===== src/rtl/rng_arbiter.sv =====
`timescale 1ns / 1ps
// rng_arbiter: owns a 16-bit XNOR-feedback LFSR and shares its output among
// NUM_REQ requesters.
//
// After reset, and after every accepted reseed, the arbiter:
//   - loads a seed into the LFSR,
//   - discards WARMUP shift cycles,
//   - then grants random words round-robin, at least STRIDE cycles apart,
//     so that each granted word is fully refreshed.
//
// Optional feature (macro RNG_ARB_GNT_CNT_EN):
//   When defined, adds the gnt_cnt output, a free-running count of grants
//   since reset.
//
// Ports:
//   clk_50m     in   1        50 MHz clock
//   rst_n       in   1        asynchronous active-low reset
//   seed_valid  in   1        reseed request
//   seed        in   16       reseed value (all-ones replaced by SEED_DEFAULT)
//   seed_ready  out  1        reseed accepted when seed_valid && seed_ready
//   req         in   NUM_REQ  per-requester request, held until granted
//   gnt         out  NUM_REQ  one-hot, one-cycle grant pulse
//   rand_out    out  16       random word, valid in the gnt cycle
//   rng_ready   out  1        high while in the RUN state
//   gnt_cnt     out  16       grants since reset (RNG_ARB_GNT_CNT_EN only)
//   lfsr_load   out  1        LFSR load strobe
//   lfsr_seed   out  16       LFSR seed value
//   lfsr_rand   in   16       LFSR rand_num
module rng_arbiter #(
  parameter int unsigned NUM_REQ      = 4,
  parameter int unsigned WARMUP       = 16,
  parameter int unsigned STRIDE       = 16,
  parameter logic [15:0] SEED_DEFAULT = 16'hACE1
) (
  input  logic               clk_50m,
  input  logic               rst_n,
  input  logic               seed_valid,
  input  logic [15:0]        seed,
  output logic               seed_ready,
  input  logic [NUM_REQ-1:0] req,
  output logic [NUM_REQ-1:0] gnt,
  output logic [15:0]        rand_out,
  output logic               rng_ready,
`ifdef RNG_ARB_GNT_CNT_EN
  output logic [15:0]        gnt_cnt,
`endif
  output logic               lfsr_load,
  output logic [15:0]        lfsr_seed,
  input  logic [15:0]        lfsr_rand
);

  localparam int unsigned PtrW = (NUM_REQ > 1) ? $clog2(NUM_REQ) : 1;

  typedef enum logic [1:0] {StLoad, StWarmup, StRun} state_e;

  state_e               state_q, state_d;
  logic [7:0]           warm_q, warm_d;
  logic [7:0]           stride_q, stride_d;
  logic [PtrW-1:0]      ptr_q, ptr_d;
  logic [NUM_REQ-1:0]   gnt_q, gnt_d;
  logic [15:0]          rand_q, rand_d;
  logic [15:0]          seed_q, seed_d;

  logic                 found;
  logic [PtrW-1:0]      win_idx;
  int unsigned          idx;
  logic                 accept;
  logic                 grant;

  // Round-robin search: first set request at or after the pointer, wrapping.
  always_comb begin
    found   = 1'b0;
    win_idx = '0;
    idx     = 0;
    for (int unsigned i = 0; i < NUM_REQ; i++) begin
      idx = (int'(ptr_q) + i) % NUM_REQ;
      if (!found && req[idx]) begin
        found   = 1'b1;
        win_idx = PtrW'(idx);
      end
    end
  end

  // A reseed outranks a grant in the same cycle.
  assign accept = (state_q == StRun) && seed_valid;
  assign grant  = (state_q == StRun) && !seed_valid && (stride_q == 8'd0) && found;

  always_comb begin
    state_d  = state_q;
    warm_d   = warm_q;
    stride_d = (stride_q != 8'd0) ? stride_q - 8'd1 : stride_q;
    ptr_d    = ptr_q;
    gnt_d    = '0;
    rand_d   = rand_q;
    seed_d   = seed_q;
    unique case (state_q)
      StLoad: begin
        state_d = StWarmup;
        warm_d  = 8'(WARMUP - 1);
      end
      StWarmup: begin
        if (warm_q == 8'd0) begin
          state_d = StRun;
        end else begin
          warm_d = warm_q - 8'd1;
        end
      end
      StRun: begin
        if (accept) begin
          state_d  = StLoad;
          // All-ones is the XNOR LFSR lockup state; never load it.
          seed_d   = (seed == 16'hFFFF) ? SEED_DEFAULT : seed;
          stride_d = 8'd0;
        end else if (grant) begin
          gnt_d    = NUM_REQ'(1) << win_idx;
          rand_d   = lfsr_rand;
          stride_d = 8'(STRIDE - 1);
          ptr_d    = (int'(win_idx) == NUM_REQ - 1) ? '0 : win_idx + PtrW'(1);
        end
      end
      default: state_d = StLoad;
    endcase
  end

  always_ff @(posedge clk_50m or negedge rst_n) begin
    if (!rst_n) begin
      state_q  <= StLoad;
      warm_q   <= '0;
      stride_q <= '0;
      ptr_q    <= '0;
      gnt_q    <= '0;
      rand_q   <= '0;
      seed_q   <= SEED_DEFAULT;
    end else begin
      state_q  <= state_d;
      warm_q   <= warm_d;
      stride_q <= stride_d;
      ptr_q    <= ptr_d;
      gnt_q    <= gnt_d;
      rand_q   <= rand_d;
      seed_q   <= seed_d;
    end
  end

`ifdef RNG_ARB_GNT_CNT_EN
  logic [15:0] cnt_q;

  // Counts with the grant decision, so it already includes the pulse on gnt.
  always_ff @(posedge clk_50m or negedge rst_n) begin
    if (!rst_n) begin
      cnt_q <= '0;
    end else if (grant) begin
      cnt_q <= cnt_q + 16'd1;
    end
  end

  assign gnt_cnt = cnt_q;
`endif

  assign lfsr_load  = (state_q == StLoad);
  assign rng_ready  = (state_q == StRun);
  assign seed_ready = (state_q == StRun);
  assign gnt        = gnt_q;
  assign rand_out   = rand_q;
  assign lfsr_seed  = seed_q;

endmodule


===== config.mk =====
export PLATFORM = sky130hd
export DESIGN_NAME = rng_arbiter
export DESIGN_NICKNAME = d
export VERILOG_FILES = /design/src/rtl/rng_arbiter.sv
export SDC_FILE = /design/constraint.sdc
export NUM_CORES = 1
export LEC_CHECK = 0
export BUFFER_PORTS_ARGS = -buffer_cell sky130_fd_sc_hd__clkbuf_2
export CAP_MARGIN = 0
export CORE_MARGIN = 5
export CORE_UTILIZATION = 31
export CTS_BUF_LIST = sky130_fd_sc_hd__clkbuf_2 sky130_fd_sc_hd__clkbuf_4 sky130_fd_sc_hd__clkbuf_8
export CTS_CLUSTER_SIZE = 8
export DETAILED_ROUTE_END_ITERATION = 7
export GPL_TIMING_DRIVEN = 0
export PLACE_DENSITY_LB_ADDON = 0.1
export SLEW_MARGIN = 10
export SYNTH_ARGS = -nofsm -noshare
export SYNTH_HDL_FRONTEND = slang
export SYNTH_SLANG_ARGS = --single-unit

===== constraint.sdc =====
create_clock -name clk_50m -period 2.1 [get_ports clk_50m]
set_input_delay 0.525 -clock clk_50m [delete_from_list [all_inputs] [get_ports clk_50m]]
set_output_delay 0.525 -clock clk_50m [all_outputs]
set_load 0.02 [all_outputs]

==> results.toml, run 1 <==
[grt]
grt-ovfl-total = 0
antenna_found_initial = 0
track_usage = 0.1182
grt_max_degree = 57
grt_pass1_wl_mm = 9.528
grt_pass1_vias = 1974

[timing]
setup_viol = 0
hold_ws_ps = 213.7
fin_crit_ps = 1982
worst_pin_slew_ps = 850.6
finalHoldViolations = 0
slew_headroom = 0.4277
fin_crit_sh = 0.9439
worst_clock_skew_ps = 8.631
fmax_mhz = 504.5
slew_violations = 0
setup_slack_ps = 117.9
rsz0062_at_grt = "no"

[clock_tree]
path_clk_slew_ps = 110
cts_tree = "yes"
cts.path.max_buffers = 2
clkSinkCount = 56
htreeDepth = 2
cts-buffers-inserted = 5
cts-root-buf = "clkbuf_8"
clk_latency_ps = 310

[routing]
vias = 1858
drtAntennaViolNets = 0
drtIter0Drc = 47
post_drt_via_cell_ratio = 4.657
wirelength_mm = 5.506
drc = 0
wl_per_cell_microns = 13.80
dr.pass1.iters = 4

[hold_path]
hold_path_class = "primary input to async pin"

[setup_path]
end_kind = "flip-flop"
worstPathMaxFanout = 10
worstSetupEndpoint = "rand_out[13]"
r2r_cells = 5
crit_start = "stride_q[3]"
critical_path.top_delay_family = "simple AND/OR/NAND/NOR gates"
worstPathRequired_ps = 2300
reg2reg_from = "stride_q[3]"
path_depth = 5
r2r_slack_ps = 120
worstPathArrival_ps = 2190
cp.buffers_inverters = 1
r2r_end = "rand_out[13]"
crit_chain = "nor4_4 > nand3_4 > a211oi_4 > buf_6 > mux2_2"
startpoint_type = "flip-flop"
crit_type = "flip-flop to flip-flop"
max_stage_delay_ps = 450
slowest_stage = "dfrtp_1"

[synth]
synth_edf_count = 0
synth_cell_type_count = 45
synth-seq-cells = 56
avgSynthCellArea_sq_um = 12.29
yosysSeqAreaShare = 0.5548
synth_nets = 254
syn_inst = 207
yosys_warnings = 0
synth_async_sr_flop_share = 1.000
syn_area_sq_um = 2544
synth_top_flop_cell = "dfrtp_1"

[finish]
area_growth_pct = 27.25
drive_gt1_frac = 0.4422
regArea_sq_um = 1411
fillerInstances = 832
n_antenna_cell = 0
multiInputGateArea_sq_um = 1059
nets = 340

[floorplan]
fp.dieH_microns = 100.6
start_util = 0.3143
io_pins = 78
die_w_microns = 100.6
rows = 33
die-area_sq_um = 10120
coreArea_sq_um = 8093

[power_and_ir_drop]
p_leak_nw = 1.566
power_density_nw_per_um2 = 1063
ir_drop_v = 0.0003643

[placed_design]
port_buffers = 77
place_ws_ps = -2.101
post-dp-hpwl_mm = 4.040
gp_congestion = 0.7578

[run]
cap_violations = 0

[outcome]
outcome = "completed"
-- timing repair --
action	CTS	global route
gates resized for setup	0	1
hold buffers	0	0
endpoints found under the setup margin	4	14
setup buffers	0	1
pin swaps	1	2
hold endpoints to repair	0	0
-- cells in the final DEF (no fill, tap or decap), types with 3 or more instances in the layout --
cell | netlist | layout
mux2_2 | 25 | 25
xor2_1 | 3 | 3
clkbuf_2 | 0 | 76
o21ai_0 | 13 | 13
clkbuf_8 | 0 | 5
inv_1 | 9 | 9
and2_1 | 4 | 4
xnor2_1 | 4 | 4
nand4_1 | 4 | 4
a21oi_1 | 5 | 5
nor4_1 | 3 | 3
nand2_1 | 10 | 10
dfrtp_1 | 48 | 48
dfstp_2 | 8 | 8
ha_1 | 8 | 8
nor3_1 | 3 | 3
nor2_1 | 14 | 14
nand2b_1 | 4 | 4
a22o_1 | 9 | 9
-- routing by layer --
layer	global-route usage	wire [microns]	vias up
met5	0	0	-
met4	0.03731	59	0
met3	0.04291	394	5
met2	0.1853	2526	49
met1	0.1519	2525	889
li1	-	-	915
-- cells in the mapped netlist (2+ instances only) --
library cell,count,share of area
buf_6,2,0.0089
clkbuf_1,2,0.0030
nor3_1,3,0.0059
inv_1,9,0.013
nor2_1,14,0.021
dfstp_2,8,0.083
xor2_1,3,0.010
ha_1,8,0.039
and2_1,4,0.0098
nand4_1,4,0.0098
mux2_2,25,0.11
nand2_1,10,0.015
nor4_1,3,0.0074
or3_1,2,0.0049
a31oi_1,2,0.0049
a21oi_1,5,0.0098
dfrtp_1,48,0.47
a22o_1,9,0.031
mux2i_1,2,0.0079
nand2b_1,4,0.0098
o21ai_0,13,0.026
xnor2_1,4,0.014
-- sequential cells by signal (all words and copies together) (netlist names) --
signal     cells
lfsr_seed     16
gnt            4
ptr_q          2
warm_q         8
stride_q       8
state_q        2
rand_out      16
-- kinds of logic (layout without fill, tap and decap cells) --
kind of cell               Yosys count  in the layout  synth area share
xor gates and xnor gates             7              7           0.02410
DFF                                 56             56            0.5548
muxes                               27             27            0.1185
buffers and inverters               15            102           0.03000
AOI/OAI and AO/OA                   40             40            0.1122
adders and majority gates            8              8           0.03935
and+or+nand+nor                     54             54            0.1210
-- worst min-delay path by stage --
stage | start | end | slack (ps)
4_1_cts | rst_n | rand_out[2] | 220
3_3_place_gp | rand_out[9] | rand_out[9] | 490
3_5_place_dp | rand_out[9] | rand_out[9] | 500
2_1_floorplan | rst_n | gnt[0] | 230
6_report | rst_n | warm_q[3] | 210
5_1_grt | rst_n | rand_out[2] | 210
-- final cells by class --
type | instances | share of cell area
repair buffers | 79 | 0.1307
clock buffers | 6 | 0.02358
multi-input cells | 136 | 0.3270
clock inverters | 2 | 0.01855
plain buffers | 6 | 0.01314
well taps | 105 | 0.04059
flip-flops and latches | 56 | 0.4360
inverters | 9 | 0.01044
-- power breakdown --
part	leakage [nW]	switching (mW)	internal, mW
combinational	0.807	0.534	0.444
clock	0.0688	0.361	0.490
sequential	0.690	0.255	1.36
total	1.57	1.15	2.29
-- per-stage QoR --
step / total power, mW / TNS (ps) / cells / util / instance area, sq um
3_5_place_dp: 2.617 / -2.101 / 390 / 0.3819 / 3090
2_1_floorplan: 2.289 / 0 / 207 / - / 2544
3_3_place_gp: 2.601 / 0 / 389 / 0.3782 / 3060
5_1_grt: 3.711 / 0 / 399 / 0.4000 / 3237
4_1_cts: 3.494 / 0 / 398 / 0.3987 / 3227
6_report: 3.441 / 0 / 399 / 0.4000 / 3237
-- worst reg2reg max path, stage by stage, from the launching register on --
cell,delay (ps)
dfrtp_1,450
nor4_4,380
nand3_4,170
a211oi_4,340
buf_6,200
mux2_2,340
(Power assumes the default switching activity.)
==> run 2: changes to the inputs <==
SETUP_SLACK_MARGIN = 0.15   (was not set)
==> run 2 against run 1 <==
  * Via count is 0.16% higher
  * Non-clock buffer count increased by 5
  * Flip-flop and latch count unchanged
  * Register-to-register slack better by 140 ps
  * Sequential share of layout area rose by 0.084 points
  * Critical path depth fell by 2
  * Clock skew is 2.3 ps lower
  * Clock power decreased by 24%
  * Critical endpoint is now seed_ready
  * Largest power group unchanged
==> results.toml, run 2 (synthesized netlist as in run 1, its figures left out) <==
[timing]
rsz0062_at_grt = "no"
finalHoldViolations = 0
setup_slack_ps = 254.5
slew_violations = 0
fin_crit_ps = 1846
worst_pin_slew_ps = 772.8
fin_crit_sh = 0.8788
setup_viol = 0
fmax_mhz = 541.8
worst_clock_skew_ps = 6.344
slew_headroom = 0.4848
hold_ws_ps = 309.0

[routing]
dr.pass1.iters = 4
wirelength_mm = 5.459
drtAntennaViolNets = 0
wl_per_cell_microns = 13.51
drtIter0Drc = 23
drc = 0
vias = 1861
post_drt_via_cell_ratio = 4.606

[placed_design]
post-dp-hpwl_mm = 3.947
place_ws_ps = 13.50
place_area_sq_um = 3065
port_buffers = 77
gp_congestion = 0.7961
placed_cells = 389

[setup_path]
worstPathMaxFanout = 7
worstPathArrival_ps = 1320
crit_chain = "nor2b_2 > buf_4 > clkbuf_2"
startpoint_type = "flip-flop"
crit_type = "flip-flop to output pin"
slowest_stage = "dfrtp_1"
end_kind = "output pin"
worstPathRequired_ps = 1570
max_stage_delay_ps = 480

[finish]
final_cell_mix = "clkbuf_2 (76), dfrtp_1 (48), mux2_2 (25), nor2_1 (14), o21ai_0 (13)"
mostFrequentLayoutCell = "clkbuf_2"
utilization = 0.3992
fin_cells = 404
fillerInstances = 837
design_area_sq_um = 3231
nets = 345
regArea_sq_um = 1411
n_antenna_cell = 0
multiInputGateArea_sq_um = 1067
drive_gt1_frac = 0.4582
area_growth_pct = 27.00

[floorplan]
start_util = 0.3143
fp.dieH_microns = 100.6
die-area_sq_um = 10120
rows = 33
io_pins = 78
die_w_microns = 100.6
coreArea_sq_um = 8093

[clock_tree]
cts_tree = "yes"
clkSinkCount = 56
cts-root-buf = "clkbuf_8"
clk_latency_ps = 310
htreeDepth = 2
cts.path.max_buffers = 2
cts-buffers-inserted = 5
path_clk_slew_ps = 110

[power_and_ir_drop]
ir_drop_v = 0.0003834
p_leak_nw = 1.569
power_density_nw_per_um2 = 1005

[run]
cap_violations = 0

[grt]
grt-ovfl-total = 0
grt_max_degree = 57
track_usage = 0.1113
grt_pass1_vias = 1934
grt_pass1_wl_mm = 9.156
antenna_found_initial = 0

[outcome]
outcome = "completed"

[hold_path]
hold_path_class = "primary input to async pin"
[run 2: cell types whose count changed in the layout (fill, tap and decap cells not counted), sizes merged]
cell,previous run,this run
buf,6,11
bufinv,2,0
inv,9,11
[run 2: layout make-up]
cell class,instances,area share
clock buffers,6,0.02556
inverters,9,0.01046
plain buffers,6,0.01317
flip-flops and latches,56,0.4369
multi-input cells,136,0.3304
repair buffers,84,0.1375
well taps,105,0.04067
clock inverters,2,0.005422
[run 2: stage by stage]
| stage | total power [mW] | TNS [ps] |
|---|---|---|
| after floorplan | 2.290 | 0 |
| after global placement | 2.593 | -1.653 |
| after detailed placement | 2.611 | 0 |
| after CTS | 3.284 | 0 |
| after global routing | 3.504 | 0 |
| final | 3.247 | 0 |
[run 2: what timing repair did]
item                       4_1_cts  5_1_grt
buffers inserted                 1        5
setup endpoints to repair       14       22
hold endpoints to repair         0        0
pin swaps                        2        0
gates cloned                     0        1
resized for setup                0        5
hold buffers                     0        0
[run 2: final timing paths]
path                               startpoint      endpoint  slack, ps  cells past startpoint
worst max-delay path               state_q[0]    seed_ready        250                      3
worst min-delay path                    rst_n  rand_out[13]        310                      1
worst max register to register    stride_q[5]   rand_out[5]        260                      6
worst min register to register   rand_out[10]  rand_out[10]        510                      1
max in group asynchronous               rst_n   rand_out[7]       1290                      1
min in group clk_50m            lfsr_rand[13]  rand_out[13]        440                      2
[run 2: per-layer routing]
| layer | part of all wire | wire length, microns | vias up | track usage |
|---|---|---|---|---|
| li1 | - | - | 921 | - |
| met1 | 0.46 | 2502 | 871 | 0.1424 |
| met2 | 0.46 | 2513 | 63 | 0.1808 |
| met3 | 0.073 | 399 | 6 | 0.03529 |
| met4 | 0.0081 | 44 | 0 | 0.03109 |
| met5 | 0 | 0 | - | 0 |
[run 2: report_power, final]
part           switching [mW]  internal, mW
clock                   0.365         0.277
sequential              0.263          1.36
combinational           0.532         0.454
[run 2: worst max-delay path, delay by kind of cell (launching register included)]
kind / cells / cell delay, ps
DFF: 1 / 480
buffers and inverters: 2 / 290
and+or+nand+nor: 1 / 240
==> run 3: changes to the inputs <==
--- a/config.mk
+++ b/config.mk
@@ -21 +21,2 @@
 export SYNTH_SLANG_ARGS = --single-unit
+export TNS_END_PERCENT = 5
==> constraint.sdc (replaced) <==
create_clock -name clk_50m -period 2.1 [get_ports clk_50m]
set_input_delay 0.315 -clock clk_50m [delete_from_list [all_inputs] [get_ports clk_50m]]
set_output_delay 0.315 -clock clk_50m [all_outputs]
set_load 0.02 [all_outputs]
==> run 3 against run 2 <==
  * Cell count shrank 1.5%
  * Wire length shrank 1.2%
  * Critical path type is now flip-flop to flip-flop
  * Via count shrank 1.7%
  * Power shrank 0.47%
  * Global-route usage is the same
  * Die area is the same
  * Core utilization shrank 0.63 points
  * Critical path depth grew 2
  * Highest routed layer unchanged
  * Final area shrank 1.6%
  * Flip-flop and latch count is the same
  * Fmax shrank 3.8%
  * Largest power group unchanged
  * Setup slack lost 73 ps
==> results.toml, run 3 (synthesized netlist as in run 1, its figures left out) <==
[setup_path]
crit_type = "flip-flop to flip-flop"
worstPathMaxFanout = 10
end_kind = "flip-flop"
startpoint_type = "flip-flop"
worstPathRequired_ps = 2300
worstPathArrival_ps = 2120

[timing]
finalHoldViolations = 0
rsz0062_at_grt = "yes"
worst_clock_skew_ps = 5.976
worst_pin_slew_ps = 773.3
fin_setup_tns_ps = 0
slew_headroom = 0.4845
slew_violations = 0
fmax_mhz = 521.3
setup_viol = 0
fin_crit_sh = 0.9134
hold_ws_ps = 99.55
fin_crit_ps = 1918

[routing]
drtAntennaViolNets = 0
wirelength_mm = 5.392
drtIter0Drc = 27
wl_per_cell_microns = 13.55
dr.pass1.iters = 4
post_drt_via_cell_ratio = 4.598
drc = 0
vias = 1830

[grt]
top_usage_layer = "met2"
grt-ovfl-total = 0
track_usage = 0.1113
met1_usage = 0.1424
grt_max_degree = 57
grt_pass1_wl_mm = 9.156
use_met2 = 0.1808
met3_usage = 0.03529
antenna_found_initial = 0
grt_pass1_vias = 1934

[clock_tree]
clk_latency_ps = 310
cts_tree = "yes"
clkSinkCount = 56
path_clk_slew_ps = 110
cts.path.max_buffers = 2
cts-buffers-inserted = 5
cts-root-buf = "clkbuf_8"
htreeDepth = 2

[power_and_ir_drop]
power_frac_seq = 0.501
power.total_mw = 3.232
p_leak_nw = 1.538
internal-power_mw = 2.075
swShare = 0.3580
p_switching_mw = 1.157
power_frac_clock = 0.199
power_density_nw_per_um2 = 1016
comb_power_share = 0.300
ir_drop_v = 0.0003835

[finish]
fillerInstances = 833
area_growth_pct = 24.99
utilization = 0.3929
regArea_sq_um = 1411
mostFrequentLayoutCell = "clkbuf_2"
fin_cells = 398
n_antenna_cell = 0
multiInputGateArea_sq_um = 1065
nets = 339
drive_gt1_frac = 0.4437
final_cell_mix = "clkbuf_2 (76), dfrtp_1 (48), mux2_2 (25), nor2_1 (14), o21ai_0 (13)"

[floorplan]
die_w_microns = 100.6
die-area_sq_um = 10120
rows = 33
fp.dieH_microns = 100.6
coreArea_sq_um = 8093
start_util = 0.3143
io_pins = 78

[outcome]
outcome = "completed"

[placed_design]
placed_cells = 389
post-dp-hpwl_mm = 3.947
gp_congestion = 0.7961
port_buffers = 77

[hold_path]
hold_path_class = "primary input to async pin"

[run]
cap_violations = 0
-- run 3: cell count changes in the layout (fill, tap and decap cells not counted), sizes merged --
cell | before | now
buf | 11 | 5
-- run 3: metal layers --
metal,vias to the layer above,share of wire
li1,909,-
met1,855,0.46
met2,59,0.46
met3,7,0.073
met4,0,0.0095
met5,-,0
-- run 3: cell type report --
type | instances | area share
Clock buffer | 6 | 0.02597
Multi-Input combinational cell | 136 | 0.3349
Timing Repair Buffer | 78 | 0.1244
Inverter | 9 | 0.01063
Sequential cell | 56 | 0.4439
Clock inverter | 2 | 0.005510
Tap cell | 105 | 0.04132
Buffer | 6 | 0.01338
-- run 3: per-stage QoR --
stage,setup WS (ps),area (sq um)
floorplan,201.7,2546
global route,65.59,3179
finish,181.9,3179
detailed placement,13.50,3065
CTS,165.1,3173
global placement,-1.653,3063
-- run 3: power by group through the flow --
| stage | registers [mW] | clock network (mW) | logic (mW) |
|---|---|---|---|
| 6_report | 1.62 | 0.643 | 0.970 |
| 5_1_grt | 1.66 | 0.733 | 1.10 |
| 4_1_cts | 1.61 | 0.691 | 0.980 |
| 3_5_place_dp | 1.63 | 0 | 0.985 |
| 3_3_place_gp | 1.62 | 0 | 0.970 |
| 2_1_floorplan | 1.69 | 0 | 0.602 |
-- run 3: repair_timing --
| action | 4_1_cts | 5_1_grt |
|---|---|---|
| hold buffers | 0 | 0 |
| endpoints found under the setup margin | 14 | 22 |
| pin swaps | 2 | 0 |
| gates resized for setup | 0 | 1 |
| setup buffers | 1 | 0 |
-- run 3: final timing paths --
path	to	slack, ps	cells after the start	start
min in group clk_50m	rand_out[1]	230	2	lfsr_rand[1]
hold / removal	rand_out[13]	100	1	rst_n
hold reg to reg	rand_out[10]	510	1	rand_out[10]
setup / recovery	rand_out[5]	180	5	stride_q[5]
max in group asynchronous	rand_out[7]	1500	1	rst_n
setup reg to reg	rand_out[5]	180	5	stride_q[5]
-- run 3: critical path, cell delays in order (launching register included) --
cell      delay [ps]
dfrtp_1          440
nor4_4           380
nand3_4          170
a211oi_4         270
buf_6            200
mux2_2           340
